<file path="config.mk">
export PLATFORM = sky130hd
export DESIGN_NAME = pt2272_frame_controller
export DESIGN_NICKNAME = d
export VERILOG_FILES = /design/src/rtl/pt2272_pkg.sv /design/src/rtl/pt2272_gap_timer.sv /design/src/rtl/pt2272_frame_controller.sv
export SDC_FILE = /design/constraint.sdc
export NUM_CORES = 1
export LEC_CHECK = 0
export ABC_AREA = 1
export CAP_MARGIN = 0
export CORE_MARGIN = 8
export CORE_UTILIZATION = 40
export DETAILED_ROUTE_END_ITERATION = 8
export GPL_TIMING_DRIVEN = 0
export PLACE_DENSITY = 0.64
export SLEW_MARGIN = 0
export SYNTH_ARGS = -nofsm -noshare
export SYNTH_HDL_FRONTEND = slang
export SYNTH_SLANG_ARGS = --single-unit
export TNS_END_PERCENT = 30
</file>
<file path="constraint.sdc">
create_clock -name clk -period 2.25 [get_ports clk]
set_clock_uncertainty 0.1 [all_clocks]
set_input_delay 0.675 -clock clk [delete_from_list [all_inputs] [get_ports clk]]
set_output_delay 0.675 -clock clk [all_outputs]
set_load 0.01 [all_outputs]
</file>
<file path="src/rtl/pt2272_pkg.sv">
// Shared symbol codes, FSM state and output-operation types for the PT2272 frame controller.
package pt2272_pkg;
    localparam logic [1:0] SYM_0    = 2'b00;
    localparam logic [1:0] SYM_1    = 2'b11;
    localparam logic [1:0] SYM_F    = 2'b10;
    localparam logic [1:0] SYM_SYNC = 2'b01;

    localparam int FRAME_TRITS = 12;
    localparam int ADDR_TRITS  = 8;

    typedef enum logic [1:0] {HUNT, COLLECT, WAIT_SYNC, EVAL} state_e;

    // Output action decided in EVAL, applied on the following edge.
    typedef enum logic [1:0] {OUT_NONE, OUT_SET, OUT_DROP, OUT_KILL} out_op_e;
endpackage

</file>
<file path="src/rtl/pt2272_gap_timer.sv">
// Saturating symbol-gap counter; expired_o is high in the cycle whose edge makes the count reach TIMEOUT_CYC.
module pt2272_gap_timer #(
    parameter int unsigned TIMEOUT_CYC = 400000
) (
    input  logic clk,
    input  logic reset,
    input  logic clr_i,
    output logic expired_o
);
    localparam logic [19:0] LIMIT = 20'(TIMEOUT_CYC);

    logic [19:0] cnt_q, cnt_d;

    always_comb begin
        cnt_d = cnt_q;
        if (clr_i)
            cnt_d = '0;
        else if (cnt_q != LIMIT)
            cnt_d = cnt_q + 20'd1;
    end

    always_ff @(posedge clk or negedge reset) begin
        if (!reset) cnt_q <= '0;
        else        cnt_q <= cnt_d;
    end

    assign expired_o = !clr_i && (cnt_q == LIMIT - 20'd1);
endmodule

</file>
<file path="src/rtl/pt2272_frame_controller.sv">
// PT2272 frame sequencer: SYNC alignment, address/data check, REPEAT_N confirmation, D/dv/dstb outputs.
// Define PT2272_LATCH_EN for latched (L4) data; default is momentary (M4), clearing D whenever dv is forced low.
module pt2272_frame_controller
    import pt2272_pkg::*;
#(
    parameter int unsigned REPEAT_N    = 2,
    parameter int unsigned TIMEOUT_CYC = 400000
) (
    input  logic        clk,
    input  logic        reset,
    input  logic        sym_valid,
    input  logic [1:0]  sym,
    input  logic        sym_err,
    input  logic [15:0] addr_i,
    output logic [3:0]  D,
    output logic        dv,
    output logic        dstb
);
    localparam logic [2:0] REP  = 3'(REPEAT_N);
    localparam logic [3:0] LAST = 4'(FRAME_TRITS - 1);

    state_e      state_q, state_d;
    out_op_e     op_q, op_d;
    logic [3:0]  idx_q, idx_d;
    logic [23:0] frame_q, frame_d;
    logic [23:0] prev_q, prev_d;
    logic [2:0]  match_q, match_d;
    logic [3:0]  d_q, d_d;
    logic        dv_q, dv_d;
    logic        dstb_q, dstb_d;

    logic        expired;
    logic        data_ok, frame_ok, repeat_ok;
    logic [3:0]  prev_data;

    pt2272_gap_timer #(.TIMEOUT_CYC(TIMEOUT_CYC)) u_gap (
        .clk      (clk),
        .reset    (reset),
        .clr_i    (sym_valid),
        .expired_o(expired)
    );

    always_comb begin
        data_ok = 1'b1;
        for (int i = ADDR_TRITS; i < FRAME_TRITS; i++)
            if (frame_q[2*i +: 2] == SYM_F) data_ok = 1'b0;
    end

    // Address trits share the addr_i bit layout, so the compare is a straight 16-bit match.
    assign frame_ok  = (frame_q[15:0] == addr_i) && data_ok;
    assign repeat_ok = (match_q == 3'd0) || (frame_q == prev_q);
    assign prev_data = {prev_q[16], prev_q[18], prev_q[20], prev_q[22]};

    always_comb begin
        state_d = state_q;
        idx_d   = idx_q;
        frame_d = frame_q;
        prev_d  = prev_q;
        match_d = match_q;
        op_d    = OUT_NONE;
        d_d     = d_q;
        dv_d    = dv_q;
        dstb_d  = 1'b0;

        // prev_q holds the frame that produced an OUT_SET, so its data feeds D.
        case (op_q)
            OUT_SET:  begin d_d = prev_data; dv_d = 1'b1; dstb_d = 1'b1; end
            OUT_DROP: dv_d = 1'b0;
            OUT_KILL: begin
                dv_d = 1'b0;
`ifndef PT2272_LATCH_EN
                d_d  = 4'd0;
`endif
            end
            default: ;
        endcase

        if (sym_err || expired) begin
            state_d = HUNT;
            idx_d   = '0;
            match_d = '0;
            dv_d    = 1'b0;
            dstb_d  = 1'b0;
`ifdef PT2272_LATCH_EN
            d_d     = d_q;
`else
            d_d     = 4'd0;
`endif
        end else begin
            case (state_q)
                HUNT: if (sym_valid && sym == SYM_SYNC) begin
                    state_d = COLLECT;
                    idx_d   = '0;
                end
                COLLECT: if (sym_valid) begin
                    if (sym == SYM_SYNC) begin
                        idx_d   = '0;
                        match_d = '0;
                    end else begin
                        frame_d[{idx_q, 1'b0} +: 2] = sym;
                        if (idx_q == LAST) state_d = WAIT_SYNC;
                        else               idx_d   = idx_q + 4'd1;
                    end
                end
                WAIT_SYNC: if (sym_valid) begin
                    if (sym == SYM_SYNC) begin
                        state_d = EVAL;
                    end else begin
                        state_d = HUNT;
                        match_d = '0;
                    end
                end
                EVAL: begin
                    state_d = COLLECT;
                    idx_d   = '0;
                    if (frame_ok) begin
                        prev_d = frame_q;
                        if (repeat_ok) match_d = (match_q >= REP) ? REP : match_q + 3'd1;
                        else           match_d = 3'd1;
                        // A differing frame drops dv first, so it may immediately re-qualify.
                        if (match_d == REP && (!dv_q || !repeat_ok)) op_d = OUT_SET;
                        else if (!repeat_ok)                         op_d = OUT_DROP;
                    end else begin
                        match_d = '0;
                        op_d    = OUT_KILL;
                    end
                end
                default: state_d = HUNT;
            endcase
        end
    end

    always_ff @(posedge clk or negedge reset) begin
        if (!reset) begin
            state_q <= HUNT;
            op_q    <= OUT_NONE;
            idx_q   <= '0;
            frame_q <= '0;
            prev_q  <= '0;
            match_q <= '0;
            d_q     <= '0;
            dv_q    <= 1'b0;
            dstb_q  <= 1'b0;
        end else begin
            state_q <= state_d;
            op_q    <= (sym_err || expired) ? OUT_NONE : op_d;
            idx_q   <= idx_d;
            frame_q <= frame_d;
            prev_q  <= prev_d;
            match_q <= match_d;
            d_q     <= d_d;
            dv_q    <= dv_d;
            dstb_q  <= dstb_d;
        end
    end

    assign D    = d_q;
    assign dv   = dv_q;
    assign dstb = dstb_q;
endmodule

</file>
==> run summary <==
status = finished, final reports clean
CTS Hold Bufs = 0
Setup crit end kind = register
Post-Synthesis Cells = 697
Final Total Pwr = 3610 uW
Synth Cell Area = 4950 um^2
Root Driver = clkbuf_16
DRT antenna net count = 0
critical setup path kind = in2reg
CP arrival = 2.29 ns
setup violators final = 0
initial DRC count = 328
Worst Setup SP = addr_i[15]
share of post-route cells with drive strength above 1 = 7.80%
max-cap violation count = 0
DIE HEIGHT = 127 um
sequential share of the synthesized area = 43.0%
initial antenna violation count = 0
count of state elements after synthesis = 85
GR Util All Layers = 14.6%
DRT Pass-1 Iters = 4
Final WS setup = 0.122 ns
worst path required time = 2.41 ns
Inserted Clock Buffers = 9
library cells used by synthesis = 37
Syn Area/Cell = 7.11 um^2
CTS Buffer Depth = 2
dpl ws = -0.735 ns
Core Region = 12100 um^2
Tcrit/Tclk final = 94.6%
total grt overflow = 0
die width = 127 um
Hold Path Class = in2async
CTS clk-pin slew, worst paths = 0.06 ns
CTS tree = yes
static leakage = 0.00297 uW
VDD IR max = 0.365 mV
Via Count = 4375
pin count of the biggest net entering global routing = 49
startpoint class of the critical path = input pin
nets = 774
TritonCTS Sinks = 85
EDFF count, synth = 0
final WL = 11.2 mm
DP Wirelength = 8.34 mm
global-route wire length before repair = 19.0 mm
Avg Vias per Cell = 4.80
ys async rst share = 100%
YS warnings = 0
Pwr Density = 616 nW/um^2
Layout fillers = 1188
Main synth FF type = dfrtp_1
Crit Path Max Fanout = 5
Final Hold Fails = 0
Area Growth Syn to Fin = 18.4%
Ports = 28
ant diodes = 0
Skew-Pair Late Insertion Delay = 0.35 ns
Max Freq = 0.470 GHz
fin crit period = 2.13 ns
gp weighted congestion = 0.882
Syn Nets = 732
WL/cell = 12.3 um
WHS = 0.196 ns
die area = 16200 um^2
Initial Util = 41.1%
worst-margin pin slew = 0.566 ns
port bufs = 27
worst r2r src = u_gap.cnt_q[0]
Cell Rows = 40
Slew Viols, Final = 0
vias in the first global route = 4082
# DRC = 0
Slew HR = 62.3%
Max H-tree Level = 3
==> final timing paths <==
| path | end | slack (ns) | cells after the start |
|---|---|---|---|
| setup / recovery | prev_q[23] | 0.12 | 9 |
| hold / removal | prev_q[2] | 0.20 | 1 |
| setup reg to reg | prev_q[23] | 0.19 | 12 |
| hold reg to reg | prev_q[21] | 0.41 | 2 |
| max in group asynchronous | op_q[0] | 1.23 | 2 |
| min in group clk | prev_q[21] | 0.41 | 2 |
==> cell usage after synthesis, types with 3 or more instances <==
cell / number / share of area, %
inv_1: 117 / 8.9
nor3_1: 18 / 1.8
xnor2_1: 5 / 0.88
nand4_1: 9 / 1.1
inv_2: 4 / 0.30
nand3_1: 49 / 5.0
nand2_1: 205 / 16
o211ai_1: 3 / 0.45
a21oi_1: 16 / 1.6
buf_2: 3 / 0.30
nor2_2: 3 / 0.38
ha_1: 13 / 3.3
o21ai_1: 9 / 0.91
xor2_1: 6 / 1.1
clkbuf_1: 3 / 0.23
a31oi_1: 5 / 0.63
dfrtp_1: 85 / 43
o21ai_0: 62 / 6.3
nor2_1: 58 / 4.4
==> through the flow <==
step	cells	utilization (%)	cell area [um^2]	TNS, ns
2_1_floorplan	697	-	4950	0
6_report	912	48.6	5860	0
3_3_place_gp	892	45.0	5430	-258.60
4_1_cts	911	47.6	5750	0
3_5_place_dp	893	45.2	5460	-30.08
5_1_grt	912	48.6	5860	-0.0371
==> metal layers <==
| metal | vias to the layer above | global-route usage [%] | wire length, um |
|---|---|---|---|
| met3 | 9 | 3.66 | 331 |
| met2 | 33 | 24.1 | 5260 |
| met4 | 0 | 5.74 | 159 |
| met1 | 2048 | 17.9 | 5440 |
| li1 | 2285 | - | - |
| met5 | - | 0 | 0 |
==> state kept, by name, summed over array words and instances, names as in the netlist, 2 cells and up <==
register	cells
prev_q	24
idx_q	4
match_q	3
op_q	2
frame_q	24
u_gap.cnt_q	20
state_q	2
D	4
==> worst max-delay path, cell delays in order <==
cell and delay (ns):
clkdlybuf4s50_1 0.41, xor2_1 0.14, nor3_1 0.22, nand2_2 0.13, nor3_4 0.30, buf_6 0.17, buf_8 0.12, nand2_1 0.04
o21ai_0 0.08
==> kinds of logic after synthesis <==
kind of cell               count (synthesis)  share of synthesized area, %
AOI/OAI and AO/OA                         99                          10.6
xor gates and xnor gates                  11                          1.95
adders and majority gates                 13                          3.28
buffers and inverters                    134                          10.7
DFF                                       85                          43.0
and+or+nand+nor                          355                          30.5
==> power breakdown <==
| part | internal, uW | switching, uW |
|---|---|---|
| registers | 1580 | 58.3 |
| clock network | 746 | 593 |
| logic | 213 | 423 |
==> cell usage in the layout (no fill, tap or decap), types with 5 or more instances in the layout <==
cell and instances:
o21ai_0 58, a21oi_1 16, a31oi_1 5, dfrtp_1 84
nor2_2 9, o21ai_1 12, nand2_1 201, xor2_1 6
clkbuf_16 10, dlymetal6s2s_1 11, nor2_1 50, nor3_1 18
nand3_1 47, ha_1 13, clkdlybuf4s50_1 13, inv_1 117
clkbuf_1 7, nand4_1 9, buf_4 7
==> cell type report <==
type	instances	area, um^2	area share [%]
well taps	168	210	3.59
flip-flops and latches	85	2130	36.3
clock buffers	14	244	4.16
inverters	122	459	7.83
clock inverters	2	10.0	0.171
plain buffers	12	87.6	1.49
multi-input cells	478	2360	40.2
repair buffers	31	368	6.27
==> repair_timing <==
item | in CTS | in global routing
setup buffers | 2 | 0
gates resized for setup | 11 | 37
pin swaps | 2 | 14
gates cloned | 0 | 1
setup endpoints to repair | 51 | 53
No activity file was read; power rests on OpenSTA's default activity.
